### src/rtl/pipelined_control_unit_if.sv
// ============================================================================
// Module      : pipelined_control_unit_if
// Description : Decode inputs, pipeline control outputs and hazard/forwarding
//               signals of pipelined_control_unit.
// Revision    : 1.0  initial release
// ============================================================================
`default_nettype none

interface pipelined_control_unit_if #(
    parameter int OPCODE_W   = 3,
    parameter int DIR_W      = 2,
    parameter int TYPE_W     = 2,
    parameter int ALU_CTRL_W = 3,
    parameter int RD_W       = 4
);
    logic                  id_valid;
    logic [OPCODE_W-1:0]   id_opcode;
    logic [DIR_W-1:0]      id_dir_mode;
    logic [TYPE_W-1:0]     id_inst_type;
    logic [RD_W-1:0]       id_rd;
    logic [RD_W-1:0]       id_rs1;
    logic [RD_W-1:0]       id_rs2;
    logic                  hold;
    logic                  flush;
    logic                  hazard_stall;
    logic                  id_illegal;
    logic                  ex_valid;
    logic                  ex_alu_source;
    logic                  ex_jump;
    logic                  ex_branch;
    logic                  ex_is_rd;
    logic                  ex_imm_src;
    logic [ALU_CTRL_W-1:0] ex_alu_control;
    logic [OPCODE_W-1:0]   ex_branch_cond;
    logic                  mem_valid;
    logic                  mem_mem_write;
    logic                  mem_reg_write;
    logic [1:0]            mem_result_source;
    logic [RD_W-1:0]       mem_rd;
    logic                  wb_valid;
    logic                  wb_reg_write;
    logic [1:0]            wb_result_source;
    logic [RD_W-1:0]       wb_rd;
    logic [1:0]            fwd_a;
    logic [1:0]            fwd_b;

    modport master (
        output id_valid, id_opcode, id_dir_mode, id_inst_type, id_rd, id_rs1, id_rs2,
               hold, flush,
        input  hazard_stall, id_illegal,
               ex_valid, ex_alu_source, ex_jump, ex_branch, ex_is_rd, ex_imm_src,
               ex_alu_control, ex_branch_cond,
               mem_valid, mem_mem_write, mem_reg_write, mem_result_source, mem_rd,
               wb_valid, wb_reg_write, wb_result_source, wb_rd, fwd_a, fwd_b
    );

    modport slave (
        input  id_valid, id_opcode, id_dir_mode, id_inst_type, id_rd, id_rs1, id_rs2,
               hold, flush,
        output hazard_stall, id_illegal,
               ex_valid, ex_alu_source, ex_jump, ex_branch, ex_is_rd, ex_imm_src,
               ex_alu_control, ex_branch_cond,
               mem_valid, mem_mem_write, mem_reg_write, mem_result_source, mem_rd,
               wb_valid, wb_reg_write, wb_result_source, wb_rd, fwd_a, fwd_b
    );
endinterface

`default_nettype wire

### src/rtl/pipelined_control_unit.sv
// ============================================================================
// Module      : pipelined_control_unit
// Description : ID decode plus ID/EX, EX/MEM, MEM/WB control registers with
//               hold/flush/bubble and RAW hazard detection. Optional macro
//               CTRL_FWD_EN enables EX operand forwarding (load-use stall only).
// Revision    : 1.0  initial release
// ============================================================================
`default_nettype none

module pipelined_control_unit #(
    parameter int OPCODE_W   = 3,
    parameter int DIR_W      = 2,
    parameter int TYPE_W     = 2,
    parameter int ALU_CTRL_W = 3,
    parameter int RD_W       = 4
) (
    input  wire logic                clk,
    input  wire logic                rst_n,
    pipelined_control_unit_if.slave  bus
);
    localparam logic [1:0] RES_LOAD = 2'b01;
    localparam logic [1:0] RES_LINK = 2'b10;

    typedef struct packed {
        logic                  alu_source;
        logic                  reg_write;
        logic                  mem_write;
        logic                  jump;
        logic                  branch;
        logic                  is_rd;
        logic                  imm_src;
        logic [1:0]            result_source;
        logic [ALU_CTRL_W-1:0] alu_control;
        logic [OPCODE_W-1:0]   branch_cond;
    } ctrl_t;

    ctrl_t             dec;
    logic              legal, no_rs1, use_rs1, use_rs2, stall;
    logic              ex_hit, mem_hit, wb_hit;

    logic              ex_valid_q, ex_valid_d;
    ctrl_t             ex_ctrl_q, ex_ctrl_d;
    logic [RD_W-1:0]   ex_rd_q, ex_rd_d;
    logic              mem_valid_q, mem_valid_d, mem_reg_write_q, mem_reg_write_d;
    logic              mem_mem_write_q, mem_mem_write_d;
    logic [1:0]        mem_result_source_q, mem_result_source_d;
    logic [RD_W-1:0]   mem_rd_q, mem_rd_d;
    logic              wb_valid_q, wb_valid_d, wb_reg_write_q, wb_reg_write_d;
    logic [1:0]        wb_result_source_q, wb_result_source_d;
    logic [RD_W-1:0]   wb_rd_q, wb_rd_d;
`ifdef CTRL_FWD_EN
    logic [RD_W-1:0]   ex_rs1_q, ex_rs1_d, ex_rs2_q, ex_rs2_d;
`endif

    always_comb begin
        dec    = '0;
        legal  = 1'b0;
        no_rs1 = 1'b0;
        if (bus.id_dir_mode == DIR_W'(0) && bus.id_inst_type == TYPE_W'(0)) begin
            if (bus.id_opcode <= OPCODE_W'(4)) begin
                legal = 1'b1; dec.reg_write = 1'b1; dec.is_rd = 1'b1;
                dec.alu_control = ALU_CTRL_W'(bus.id_opcode);
            end
        end else if (bus.id_dir_mode == DIR_W'(1) && bus.id_inst_type == TYPE_W'(0)) begin
            if (bus.id_opcode == OPCODE_W'(0) || bus.id_opcode == OPCODE_W'(5) ||
                bus.id_opcode == OPCODE_W'(6)) begin
                legal = 1'b1; dec.alu_source = 1'b1; dec.reg_write = 1'b1; dec.is_rd = 1'b1;
                dec.alu_control = ALU_CTRL_W'(bus.id_opcode);
            end
        end else if (bus.id_dir_mode == DIR_W'(1) && bus.id_inst_type == TYPE_W'(1)) begin
            if (bus.id_opcode == OPCODE_W'(0)) begin
                legal = 1'b1; dec.alu_source = 1'b1; dec.mem_write = 1'b1;
            end else if (bus.id_opcode <= OPCODE_W'(3)) begin
                legal = 1'b1; dec.result_source = RES_LOAD; dec.alu_source = 1'b1;
                dec.reg_write = 1'b1; dec.is_rd = 1'b1;
            end
        end else if (bus.id_dir_mode == DIR_W'(1) && bus.id_inst_type == TYPE_W'(2)) begin
            if (bus.id_opcode == OPCODE_W'(0)) begin
                legal = 1'b1; dec.result_source = RES_LINK; dec.alu_source = 1'b1;
                dec.reg_write = 1'b1; dec.jump = 1'b1; dec.is_rd = 1'b1;
            end else if (bus.id_opcode <= OPCODE_W'(4)) begin
                legal = 1'b1; dec.branch = 1'b1; dec.branch_cond = bus.id_opcode;
            end
        end else if (bus.id_dir_mode == DIR_W'(2) && bus.id_inst_type == TYPE_W'(2)) begin
            if (bus.id_opcode == OPCODE_W'(1)) begin
                legal = 1'b1; no_rs1 = 1'b1; dec.result_source = RES_LINK;
                dec.alu_source = 1'b1; dec.reg_write = 1'b1; dec.jump = 1'b1; dec.is_rd = 1'b1;
            end
        end else if (bus.id_dir_mode == DIR_W'(2) && bus.id_inst_type == TYPE_W'(0)) begin
            if (bus.id_opcode == OPCODE_W'(0)) begin
                legal = 1'b1; no_rs1 = 1'b1; dec.alu_source = 1'b1; dec.reg_write = 1'b1;
                dec.is_rd = 1'b1; dec.imm_src = 1'b1; dec.alu_control = ALU_CTRL_W'(5);
            end
        end
    end

    assign use_rs1 = legal & ~no_rs1;
    assign use_rs2 = legal & (~dec.alu_source | dec.mem_write | dec.branch);

    // Writer hits against the ID sources; register 0 never creates a dependency.
    assign ex_hit  = ex_valid_q & ex_ctrl_q.reg_write & (ex_rd_q != '0) &
                     ((use_rs1 & (ex_rd_q == bus.id_rs1)) | (use_rs2 & (ex_rd_q == bus.id_rs2)));
    assign mem_hit = mem_reg_write_q & (mem_rd_q != '0) &
                     ((use_rs1 & (mem_rd_q == bus.id_rs1)) | (use_rs2 & (mem_rd_q == bus.id_rs2)));
    assign wb_hit  = wb_reg_write_q & (wb_rd_q != '0) &
                     ((use_rs1 & (wb_rd_q == bus.id_rs1)) | (use_rs2 & (wb_rd_q == bus.id_rs2)));

`ifdef CTRL_FWD_EN
    assign stall = bus.id_valid & (ex_hit & (ex_ctrl_q.result_source == RES_LOAD));

    always_comb begin
        bus.fwd_a = 2'b00;
        bus.fwd_b = 2'b00;
        if (mem_reg_write_q && mem_rd_q != '0 && mem_rd_q == ex_rs1_q)     bus.fwd_a = 2'b01;
        else if (wb_reg_write_q && wb_rd_q != '0 && wb_rd_q == ex_rs1_q)   bus.fwd_a = 2'b10;
        if (mem_reg_write_q && mem_rd_q != '0 && mem_rd_q == ex_rs2_q)     bus.fwd_b = 2'b01;
        else if (wb_reg_write_q && wb_rd_q != '0 && wb_rd_q == ex_rs2_q)   bus.fwd_b = 2'b10;
    end
`else
    assign stall     = bus.id_valid & (ex_hit | mem_hit | wb_hit);
    assign bus.fwd_a = 2'b00;
    assign bus.fwd_b = 2'b00;
`endif

    always_comb begin
        ex_valid_d          = ex_valid_q;
        ex_ctrl_d           = ex_ctrl_q;
        ex_rd_d             = ex_rd_q;
        mem_valid_d         = mem_valid_q;
        mem_reg_write_d     = mem_reg_write_q;
        mem_mem_write_d     = mem_mem_write_q;
        mem_result_source_d = mem_result_source_q;
        mem_rd_d            = mem_rd_q;
        wb_valid_d          = wb_valid_q;
        wb_reg_write_d      = wb_reg_write_q;
        wb_result_source_d  = wb_result_source_q;
        wb_rd_d             = wb_rd_q;
`ifdef CTRL_FWD_EN
        ex_rs1_d            = ex_rs1_q;
        ex_rs2_d            = ex_rs2_q;
`endif
        if (!bus.hold) begin
            // Unused sources are stored as 0 so they can never select a forward path.
            if (bus.flush || stall || !bus.id_valid || !legal) begin
                ex_valid_d = 1'b0; ex_ctrl_d = '0; ex_rd_d = '0;
`ifdef CTRL_FWD_EN
                ex_rs1_d = '0; ex_rs2_d = '0;
`endif
            end else begin
                ex_valid_d = 1'b1; ex_ctrl_d = dec; ex_rd_d = bus.id_rd;
`ifdef CTRL_FWD_EN
                ex_rs1_d = use_rs1 ? bus.id_rs1 : '0;
                ex_rs2_d = use_rs2 ? bus.id_rs2 : '0;
`endif
            end
            mem_valid_d         = ex_valid_q;
            mem_reg_write_d     = ex_valid_q & ex_ctrl_q.reg_write;
            mem_mem_write_d     = ex_valid_q & ex_ctrl_q.mem_write;
            mem_result_source_d = ex_ctrl_q.result_source;
            mem_rd_d            = ex_rd_q;
            wb_valid_d          = mem_valid_q;
            wb_reg_write_d      = mem_valid_q & mem_reg_write_q;
            wb_result_source_d  = mem_result_source_q;
            wb_rd_d             = mem_rd_q;
        end
    end

    always_ff @(posedge clk or negedge rst_n) begin
        if (!rst_n) begin
            ex_valid_q <= 1'b0; ex_ctrl_q <= '0; ex_rd_q <= '0;
            mem_valid_q <= 1'b0; mem_reg_write_q <= 1'b0; mem_mem_write_q <= 1'b0;
            mem_result_source_q <= '0; mem_rd_q <= '0;
            wb_valid_q <= 1'b0; wb_reg_write_q <= 1'b0; wb_result_source_q <= '0; wb_rd_q <= '0;
`ifdef CTRL_FWD_EN
            ex_rs1_q <= '0; ex_rs2_q <= '0;
`endif
        end else begin
            ex_valid_q <= ex_valid_d; ex_ctrl_q <= ex_ctrl_d; ex_rd_q <= ex_rd_d;
            mem_valid_q <= mem_valid_d; mem_reg_write_q <= mem_reg_write_d;
            mem_mem_write_q <= mem_mem_write_d;
            mem_result_source_q <= mem_result_source_d; mem_rd_q <= mem_rd_d;
            wb_valid_q <= wb_valid_d; wb_reg_write_q <= wb_reg_write_d;
            wb_result_source_q <= wb_result_source_d; wb_rd_q <= wb_rd_d;
`ifdef CTRL_FWD_EN
            ex_rs1_q <= ex_rs1_d; ex_rs2_q <= ex_rs2_d;
`endif
        end
    end

    assign bus.hazard_stall      = stall;
    assign bus.id_illegal        = bus.id_valid & ~legal;
    assign bus.ex_valid          = ex_valid_q;
    assign bus.ex_alu_source     = ex_ctrl_q.alu_source;
    assign bus.ex_jump           = ex_ctrl_q.jump;
    assign bus.ex_branch         = ex_ctrl_q.branch;
    assign bus.ex_is_rd          = ex_ctrl_q.is_rd;
    assign bus.ex_imm_src        = ex_ctrl_q.imm_src;
    assign bus.ex_alu_control    = ex_ctrl_q.alu_control;
    assign bus.ex_branch_cond    = ex_ctrl_q.branch_cond;
    assign bus.mem_valid         = mem_valid_q;
    assign bus.mem_mem_write     = mem_mem_write_q;
    assign bus.mem_reg_write     = mem_reg_write_q;
    assign bus.mem_result_source = mem_result_source_q;
    assign bus.mem_rd            = mem_rd_q;
    assign bus.wb_valid          = wb_valid_q;
    assign bus.wb_reg_write      = wb_reg_write_q;
    assign bus.wb_result_source  = wb_result_source_q;
    assign bus.wb_rd             = wb_rd_q;
endmodule

`default_nettype wire
### src/flat_wrapper.sv
// flat-port wrapper written by rule: the top's interface ports become plain ports
module pipelined_control_unit_flat 
#(
    parameter int OPCODE_W   = 3,
    parameter int DIR_W      = 2,
    parameter int TYPE_W     = 2,
    parameter int ALU_CTRL_W = 3,
    parameter int RD_W       = 4
)
  (clk, rst_n, bus_id_valid, bus_id_opcode, bus_id_dir_mode, bus_id_inst_type, bus_id_rd, bus_id_rs1, bus_id_rs2, bus_hold, bus_flush, bus_hazard_stall, bus_id_illegal, bus_ex_valid, bus_ex_alu_source, bus_ex_jump, bus_ex_branch, bus_ex_is_rd, bus_ex_imm_src, bus_ex_alu_control, bus_ex_branch_cond, bus_mem_valid, bus_mem_mem_write, bus_mem_reg_write, bus_mem_result_source, bus_mem_rd, bus_wb_valid, bus_wb_reg_write, bus_wb_result_source, bus_wb_rd, bus_fwd_a, bus_fwd_b);
  pipelined_control_unit_if #(.OPCODE_W(OPCODE_W), .DIR_W(DIR_W), .TYPE_W(TYPE_W), .ALU_CTRL_W(ALU_CTRL_W), .RD_W(RD_W)) bus_i ();
  input  wire logic clk;
  input  wire logic rst_n;
  input wire logic [$bits(bus_i.id_valid)-1:0] bus_id_valid;
  input wire logic [$bits(bus_i.id_opcode)-1:0] bus_id_opcode;
  input wire logic [$bits(bus_i.id_dir_mode)-1:0] bus_id_dir_mode;
  input wire logic [$bits(bus_i.id_inst_type)-1:0] bus_id_inst_type;
  input wire logic [$bits(bus_i.id_rd)-1:0] bus_id_rd;
  input wire logic [$bits(bus_i.id_rs1)-1:0] bus_id_rs1;
  input wire logic [$bits(bus_i.id_rs2)-1:0] bus_id_rs2;
  input wire logic [$bits(bus_i.hold)-1:0] bus_hold;
  input wire logic [$bits(bus_i.flush)-1:0] bus_flush;
  output wire logic [$bits(bus_i.hazard_stall)-1:0] bus_hazard_stall;
  output wire logic [$bits(bus_i.id_illegal)-1:0] bus_id_illegal;
  output wire logic [$bits(bus_i.ex_valid)-1:0] bus_ex_valid;
  output wire logic [$bits(bus_i.ex_alu_source)-1:0] bus_ex_alu_source;
  output wire logic [$bits(bus_i.ex_jump)-1:0] bus_ex_jump;
  output wire logic [$bits(bus_i.ex_branch)-1:0] bus_ex_branch;
  output wire logic [$bits(bus_i.ex_is_rd)-1:0] bus_ex_is_rd;
  output wire logic [$bits(bus_i.ex_imm_src)-1:0] bus_ex_imm_src;
  output wire logic [$bits(bus_i.ex_alu_control)-1:0] bus_ex_alu_control;
  output wire logic [$bits(bus_i.ex_branch_cond)-1:0] bus_ex_branch_cond;
  output wire logic [$bits(bus_i.mem_valid)-1:0] bus_mem_valid;
  output wire logic [$bits(bus_i.mem_mem_write)-1:0] bus_mem_mem_write;
  output wire logic [$bits(bus_i.mem_reg_write)-1:0] bus_mem_reg_write;
  output wire logic [$bits(bus_i.mem_result_source)-1:0] bus_mem_result_source;
  output wire logic [$bits(bus_i.mem_rd)-1:0] bus_mem_rd;
  output wire logic [$bits(bus_i.wb_valid)-1:0] bus_wb_valid;
  output wire logic [$bits(bus_i.wb_reg_write)-1:0] bus_wb_reg_write;
  output wire logic [$bits(bus_i.wb_result_source)-1:0] bus_wb_result_source;
  output wire logic [$bits(bus_i.wb_rd)-1:0] bus_wb_rd;
  output wire logic [$bits(bus_i.fwd_a)-1:0] bus_fwd_a;
  output wire logic [$bits(bus_i.fwd_b)-1:0] bus_fwd_b;
  assign bus_i.id_valid = bus_id_valid;
  assign bus_i.id_opcode = bus_id_opcode;
  assign bus_i.id_dir_mode = bus_id_dir_mode;
  assign bus_i.id_inst_type = bus_id_inst_type;
  assign bus_i.id_rd = bus_id_rd;
  assign bus_i.id_rs1 = bus_id_rs1;
  assign bus_i.id_rs2 = bus_id_rs2;
  assign bus_i.hold = bus_hold;
  assign bus_i.flush = bus_flush;
  assign bus_hazard_stall = bus_i.hazard_stall;
  assign bus_id_illegal = bus_i.id_illegal;
  assign bus_ex_valid = bus_i.ex_valid;
  assign bus_ex_alu_source = bus_i.ex_alu_source;
  assign bus_ex_jump = bus_i.ex_jump;
  assign bus_ex_branch = bus_i.ex_branch;
  assign bus_ex_is_rd = bus_i.ex_is_rd;
  assign bus_ex_imm_src = bus_i.ex_imm_src;
  assign bus_ex_alu_control = bus_i.ex_alu_control;
  assign bus_ex_branch_cond = bus_i.ex_branch_cond;
  assign bus_mem_valid = bus_i.mem_valid;
  assign bus_mem_mem_write = bus_i.mem_mem_write;
  assign bus_mem_reg_write = bus_i.mem_reg_write;
  assign bus_mem_result_source = bus_i.mem_result_source;
  assign bus_mem_rd = bus_i.mem_rd;
  assign bus_wb_valid = bus_i.wb_valid;
  assign bus_wb_reg_write = bus_i.wb_reg_write;
  assign bus_wb_result_source = bus_i.wb_result_source;
  assign bus_wb_rd = bus_i.wb_rd;
  assign bus_fwd_a = bus_i.fwd_a;
  assign bus_fwd_b = bus_i.fwd_b;
  pipelined_control_unit #(.OPCODE_W(OPCODE_W), .DIR_W(DIR_W), .TYPE_W(TYPE_W), .ALU_CTRL_W(ALU_CTRL_W), .RD_W(RD_W)) u_core (.clk(clk), .rst_n(rst_n), .bus(bus_i));
endmodule
### config.mk
export PLATFORM = sky130hd
export DESIGN_NAME = pipelined_control_unit_flat
export DESIGN_NICKNAME = d
export VERILOG_FILES = /design/src/rtl/pipelined_control_unit_if.sv /design/src/rtl/pipelined_control_unit.sv /design/src/flat_wrapper.sv
export SDC_FILE = /design/constraint.sdc
export NUM_CORES = 1
export LEC_CHECK = 0
export CAP_MARGIN = 0
export CORE_ASPECT_RATIO = 1.25
export CORE_UTILIZATION = 35
export CTS_BUF_LIST = sky130_fd_sc_hd__clkbuf_8
export DETAILED_ROUTE_END_ITERATION = 16
export PLACE_DENSITY_LB_ADDON = 0.25
export SLEW_MARGIN = 10
export SYNTH_ARGS = -nofsm -noshare
export SYNTH_HDL_FRONTEND = slang
export SYNTH_SLANG_ARGS = --single-unit
### constraint.sdc
create_clock -name clk -period 6.58 [get_ports clk]
set_input_delay 1.316 -clock clk [delete_from_list [all_inputs] [get_ports clk]]
set_output_delay 1.316 -clock clk [all_outputs]
set_load 0.005 [all_outputs]
==> results of run 1 <==
## path summary, 6_finish.rpt
kind / start / slack, ps / depth (start not counted) / endpoint
hold reg to reg: u_core.bus.ex_alu_control[0] / 480 / 2 / u_core.bus.ex_alu_control[0]
hold / removal: u_core.bus.ex_alu_control[0] / 480 / 2 / u_core.bus.ex_alu_control[0]
min in group asynchronous: rst_n / 1450 / 2 / u_core.bus.wb_rd[3]
setup reg to reg: u_core.bus.wb_rd[1] / 4320 / 5 / u_core.bus.ex_jump
setup / recovery: bus_id_opcode[1] / 1040 / 11 / bus_hazard_stall
max in group asynchronous: rst_n / 4810 / 2 / u_core.bus.ex_imm_src
## cells in the final DEF (no fill, tap or decap), types with 4 or more instances in the layout
cell type | netlist | layout
nand2_1 | 31 | 31
o21ai_2 | 9 | 9
nor2_1 | 8 | 8
xor2_1 | 24 | 24
nor4_1 | 8 | 8
clkdlybuf4s50_1 | 0 | 54
inv_1 | 4 | 5
o21ai_0 | 6 | 6
mux2_2 | 14 | 14
nor3b_1 | 4 | 4
a21oi_1 | 5 | 5
dfrtp_1 | 35 | 35
clkbuf_8 | 0 | 5
a32o_1 | 6 | 6
conb_1 | 1 | 4
nand3_1 | 4 | 4
## critical path: stages
cell and delay [ps]:
clkdlybuf4s50_1 560, or2_2 370, inv_1 80, ha_1 290
and3b_1 250, a221oi_2 80, a211oi_2 340, a22o_1 240
and2_4 190, nor3b_2 50, clkdlybuf4s50_1 450
## registers in the layout, summed over array words and instances, names as in the netlist, 2 cells and up
signal / flops
u_core.bus.ex_alu_control: 3
u_core.bus.ex_branch_cond: 3
u_core.bus.mem_rd: 4
u_core.bus.mem_result_source: 2
u_core.bus.wb_rd: 4
u_core.bus.wb_result_source: 2
u_core.ex_ctrl_q: 2
u_core.ex_rd_q: 4
## kinds of logic (layout without fill, tap and decap cells)
group,Yosys count,after routing,share of synthesized area
and+or+nand+nor,72,72,0.183
other,1,4,0.00170
AOI/OAI and AO/OA,42,42,0.154
adders and majority gates,3,3,0.0170
buffers and inverters,25,68,0.0755
muxes,14,14,0.0715
xor gates and xnor gates,25,25,0.0993
DFF,35,35,0.397
## power by group
group / total [mW] / switching (mW) / internal [mW]
combinational: 0.0711 / 0.0351 / 0.0360
sequential: 0.224 / 0.00546 / 0.219
clock: 0.149 / 0.0764 / 0.0724
total: 0.444 / 0.117 / 0.327
## stage by stage
stage	hold slack [ps]	setup slack, ps
6_report	483	1040
5_1_grt	509	859
4_1_cts	488	1060
3_5_place_dp	470	1070
3_3_place_gp	469	1170
2_1_floorplan	449	2170
## cell usage after synthesis (2+ instances only)
cell type / n / area share
a22oi_1: 3 / 0.010
nand4b_1: 2 / 0.0079
buf_6: 3 / 0.015
a21oi_1: 5 / 0.011
ha_1: 3 / 0.017
and2_1: 2 / 0.0057
clkbuf_1: 4 / 0.0068
nor4_1: 8 / 0.023
nor2_1: 8 / 0.014
mux2_2: 14 / 0.072
o21ai_2: 9 / 0.036
nand2_1: 31 / 0.053
buf_4: 13 / 0.044
a22o_1: 2 / 0.0079
nor3b_1: 4 / 0.014
o41a_1: 2 / 0.010
o21ai_0: 6 / 0.014
xor2_1: 24 / 0.095
dfrtp_1: 35 / 0.40
a32o_1: 6 / 0.027
inv_1: 4 / 0.0068
nand3_1: 4 / 0.0091
## per-layer routing
metal  wire (um)  GRT usage
met2        2430      0.261
met1        2230      0.206
met4         102     0.0588
met5           0          0
met3         259     0.0268
## final cells by class
cell class / instances / area (um^2)
Fill cell: 571 / 3130
Multi-Input combinational cell: 160 / 1170
Sequential cell: 35 / 876
Timing Repair Buffer: 56 / 556
Tap cell: 82 / 103
Clock buffer: 5 / 68.8
Clock inverter: 3 / 16.3
Inverter: 4 / 15.0
==> summary.txt, run 1 <==
Place
  • Placed Area: 0.00272 mm^2
  • Post-DP HPWL: 3770 um
  • I/O Buffers: 54
  • DP Cell Count: 337
  • GP Congestion: 0.865

Floorplanning
  • Total Die Area: 0.00662 mm^2
  • Chip Width: 73.0 um
  • Rows: 31
  • Core area: 0.00593 mm^2
  • I/O Pins: 59
  • Starting density of the core: 0.371
  • Die Y: 90.7 um

Logic synthesis
  • Seq/Total Area, Yosys: 0.397
  • Cell area after synthesis: 0.00220 mm^2
  • Flops & latches, synth: 35
  • FFs w/ async S/R, synth: 1.00
  • Total number of yosys warnings: 0
  • Mapped Avg Cell Area: 10.2 um^2
  • Ys flop type: dfrtp_1
  • Post-synth EDFFs: 0
  • Synth unique cells: 47
  • Mapped Cells: 217

CTS
  • CTS buffer count: 5
  • Clock Sinks: 35
  • Clk buf depth: 2
  • CTS tree: done
  • Worst-Skew Late Latency: 280 ps
  • Post-CTS setup buffers: 0
  • Reg clk slew, reported paths: 70 ps
  • H-tree depth: 2
  • Post-CTS Hold Fix Bufs: 0
  • Post-CTS Resized: 0
  • Root buf cell: clkbuf_8

STA
  • F_max: 181 MHz
  • Fin Clk Skew: 4.40 ps
  • Worst slew margin: 0.561
  • Setup TNS: 0 ps
  • Final period utilization: 0.841
  • Final Hold Viols: 0
  • RSZ-0062 raised after global routing: no
  • Slew Viols, Final: 0
  • Final Critical Period: 5540 ps
  • # setup viols final: 0
  • Slew @ Worst Pin: 656 ps

Route
  • Post-Route WL: 5020 um
  • Post-route ant nets: 0
  • First DRT Iteration DRCs: 77
  • Wire per inst: 14.5 um
  • Vias: 1740
  • DR DRC count: 0
  • Initial DRT Pass Iterations: 4
  • Via density: 5.04

Pwr
  • Cell Pwr Density: 158 mW/mm^2
  • Lkg Pwr: 1.21 nW
  • Total power: 0.444 mW
  • Peak supply drop: 0.0000627 V

Final layout
  • Utilization after layout: 0.473
  • Fin nets: 289
  • Final std cells w/o fill: 345
  • Layout cells sized above 1: 0.163
  • Fin area: 0.00281 mm^2
  • Antenna Cells: 0
  • Area growth, synth to finish: 27.4%

Global route
  • Global-route wire length before repair: 8270 um
  • GRT Total Usage: 0.159
  • GRT overflow: 0
  • Initial antenna violation count: 0
  • Number of global-route vias before repair: 1717
  • Largest net degree at the start of global routing: 40

Hold path
  • Worst Hold Class: reg -> reg

Worst setup path
  • WP data required: 5260 ps
  • Crit path DAT: 4220 ps
  • WS Path Type: in -> out
  • Critical Path Fanout Max: 9
  • CP Launch Type: input port
  • Worst setup EP type: primary output

Outcome
  • Status: finished clean

Flow run
  • Max-Cap Viols: 0
No activity file was read; power rests on OpenSTA's default activity.
==> run 2, diff against run 1 <==
==> constraint.sdc (replaced) <==
create_clock -name clk -period 4.95 [get_ports clk]
set_input_delay 0.99 -clock clk [delete_from_list [all_inputs] [get_ports clk]]
set_output_delay 0.99 -clock clk [all_outputs]
set_load 0.005 [all_outputs]
==> run 2 against run 1 <==
Effect of this change: clock power increased by 65%; routed wire length decreased by 0.66%; worst hold slack worse by 0.94 ps; critical path depth did not move; combinational power is 35% higher; sequential share of layout area shrank 0.48 points; core utilization rose by 0.74 points; largest power group unchanged; highest routed layer unchanged.
==> summary.txt, run 2 (synthesized netlist as in run 1, its figures left out) <==
Outcome
  • Status: finished clean

Worst setup path
  • Most Frequent Cell on Critical Path: clkdlybuf4s50_1
  • Reg2Reg Setup Slack: 2670 ps (-1650 ps)
  • CP Launch Type: input port
  • Critical Path Max Stage Delay: 450 ps (-110 ps)
  • Worst path bufs/invs: 3 (unchanged)
  • Critical Path Fanout Max: 7 (-2)
  • WP data required: 3960 ps (-1300 ps)
  • R2r startpoint: u_core.bus.wb_rd[1]
  • WS Path Type: in -> out
  • CP top delay family: buffers and inverters
  • Worst setup EP type: primary output
  • Worst-path cell chain: clkdlybuf4s50_1, or2_2, inv_1, ha_1, and3b_1, a221oi_2, a211oi_2, a22o_1, and2_4, nor3b_2, clkdlybuf4s50_1
  • Worst r2r dst: u_core.bus.ex_jump
  • Worst r2r path cells: 5 (unchanged)
  • Crit path DAT: 3660 ps (-560 ps)
  • Slowest stage cell, crit path: clkdlybuf4s50_1

Final layout
  • Footprint of the multi-input gates: 0.00117 mm^2 (unchanged)
  • Fin nets: 292 (+1.0%)
  • Layout fillers: 567 (-0.70%)
  • Final std cells w/o fill: 347 (+0.58%)
  • Utilization after layout: 0.480 (+0.00738)
  • Antenna Cells: 0 (unchanged)
  • Commonest non-fill, non-tap cell in the layout: clkdlybuf4s50_1
  • Most frequent cells in the layout: clkdlybuf4s50_1 (54), dfrtp_1 (35), nand2_1 (31), xor2_1 (24), mux2_2 (14)
  • Area growth, synth to finish: 29.3%
  • Register area: 876 um^2 (unchanged)
  • Layout cells sized above 1: 0.174 (+0.0101)

Place
  • Post-DP HPWL: 3780 um (+0.20%)
  • GP Congestion: 0.871 (+0.61%)
  • DP Worst Slack: 318 ps (-748 ps)
  • I/O Buffers: 54 (unchanged)
  • DP Cell Count: 340 (+0.89%)

CTS
  • Worst-Skew Late Latency: 290 ps (about the same)
  • Clk buf depth: 2 (unchanged)
  • H-tree depth: 2 (unchanged)
  • CTS buffer count: 5 (unchanged)
  • CTS tree: done
  • Clock Sinks: 35 (unchanged)
  • Reg clk slew, reported paths: 70 ps (about the same)
  • Post-CTS setup buffers: 0 (unchanged)
  • Root buf cell: clkbuf_8
  • Post-CTS Hold Fix Bufs: 0 (unchanged)
  • Post-CTS Resized: 0 (unchanged)

STA
  • Slew @ Worst Pin: 584 ps (-72.7 ps)
  • F_max: 215 MHz
  • Setup WS post-layout: 300 ps (-743 ps)
  • # setup viols final: 0 (unchanged)
  • Worst slew margin: 0.610 (+0.0486)
  • Slew Viols, Final: 0 (unchanged)
  • Final Hold Viols: 0 (unchanged)
  • Fin Clk Skew: 7.85 ps (+3.45 ps)
  • Final period utilization: 0.939
  • Setup TNS: 0 ps (unchanged)
  • RSZ-0062 raised after global routing: no
  • Final Critical Period: 4650 ps

Hold path
  • WHS Endpoint: u_core.ex_ctrl_q[12]
  • Hold path depth: 2 (unchanged)
  • Hold Path Origin: u_core.ex_ctrl_q[12]
  • Worst Hold Class: reg -> reg

Global route
  • Met3 usage: 0.0257 (-0.00112)
  • Initial antenna violation count: 0 (unchanged)
  • GRT overflow: 0 (unchanged)
  • Largest net degree at the start of global routing: 40 (unchanged)
  • Number of global-route vias before repair: 1711 (-0.35%)
  • Global-route wire length before repair: 8270 um (unchanged)
  • GR Layer Usage met1: 0.202 (-0.00379)
  • GRT Total Usage: 0.163 (+0.00361)
  • Gr busiest metal: met2
  • Grt met2 use: 0.268 (+0.00694)

Floorplanning
  • Rows: 31 (unchanged)
  • Total Die Area: 0.00662 mm^2 (unchanged)
  • Die Y: 90.7 um (unchanged)
  • I/O Pins: 59 (unchanged)
  • Chip Width: 73.0 um (unchanged)
  • Starting density of the core: 0.371 (unchanged)
  • Core area: 0.00593 mm^2 (unchanged)

Route
  • Post-Route WL: 4990 um (-0.66%)
  • First DRT Iteration DRCs: 81 (+5.2%)
  • Wire per inst: 14.4 um (-1.2%)
  • Post-route ant nets: 0 (unchanged)
  • Initial DRT Pass Iterations: 4 (unchanged)
  • Vias: 1743 (+0.17%)
  • Via density: 5.02 (-0.40%)
  • DR DRC count: 0 (unchanged)

Pwr
  • Peak supply drop: 0.000127 V (+100%)
  • Internal power: 0.487 mW (+49%)
  • Switching share of total power: 0.239 (-0.0246)
  • Sw Pwr: 0.153 mW (+31%)
  • Lkg Pwr: 1.23 nW (+1.6%)
  • Clock power frac: 0.384 (+0.049)
  • Combinational share of power: 0.150 (-0.010)
  • Cell Pwr Density: 224 mW/mm^2 (+42%)
  • Seq pwr share: 0.466 (-0.039)

Flow run
  • Max-Cap Viols: 0 (unchanged)
==> run 2: cell types whose count changed in the layout (fill, tap and decap cells not counted), sizes merged <==
cell,previous run,this run
buf,2,5
bufinv,0,1
inv,5,4
clkinv,1,0
==> run 2: final cells by class <==
class	count	share of cell area
inverter	4	0.00527
clock inverter	2	0.0132
clock buffer	5	0.0241
tap	82	0.0360
multi-input combinational	160	0.412
sequential	35	0.307
timing repair buffer	59	0.203
==> run 2: worst register-to-register path: cells and delay by family, from the launching register on <==
kind	cells	cell delay [ps]
DFF	1	440
AOI/OAI and AO/OA	4	1300
and+or+nand+nor	1	450
==> run 2: power groups by stage <==
stage | logic [mW] | clock network (mW) | registers [mW]
2_1_floorplan | 0.0516 | 0 | 0.302
3_3_place_gp | 0.0958 | 0 | 0.303
3_5_place_dp | 0.0962 | 0 | 0.304
4_1_cts | 0.0965 | 0.255 | 0.298
5_1_grt | 0.106 | 0.267 | 0.299
6_report | 0.0959 | 0.246 | 0.298
==> run 2: through the flow <==
step | cell area (um^2) | hold WS (ps) | total power [mW]
finish | 2850 | 482 | 0.640
global route | 2850 | 521 | 0.671
CTS | 2850 | 485 | 0.650
detailed placement | 2750 | 469 | 0.400
global placement | 2750 | 473 | 0.399
floorplan | 2220 | 449 | 0.354
==> run 2: how the worst max path moves through the flow <==
stage,from,end,slack [ps],depth (start not counted)
floorplan,bus_id_opcode[1],bus_hazard_stall,1190,11
global placement,bus_id_opcode[1],bus_hazard_stall,380,11
detailed placement,bus_id_opcode[1],bus_hazard_stall,320,11
CTS,bus_id_opcode[1],bus_hazard_stall,310,11
global route,bus_id_opcode[1],bus_hazard_stall,100,11
finish,bus_id_opcode[1],bus_hazard_stall,300,11
==> run 2: per-layer routing <==
metal  wire [um]  share of wire  up-vias
met3         264          0.053        7
met5           0              0        -
met1        2190           0.44      830
met4          95          0.019        0
met2        2440           0.49       61
li1            -              -      845
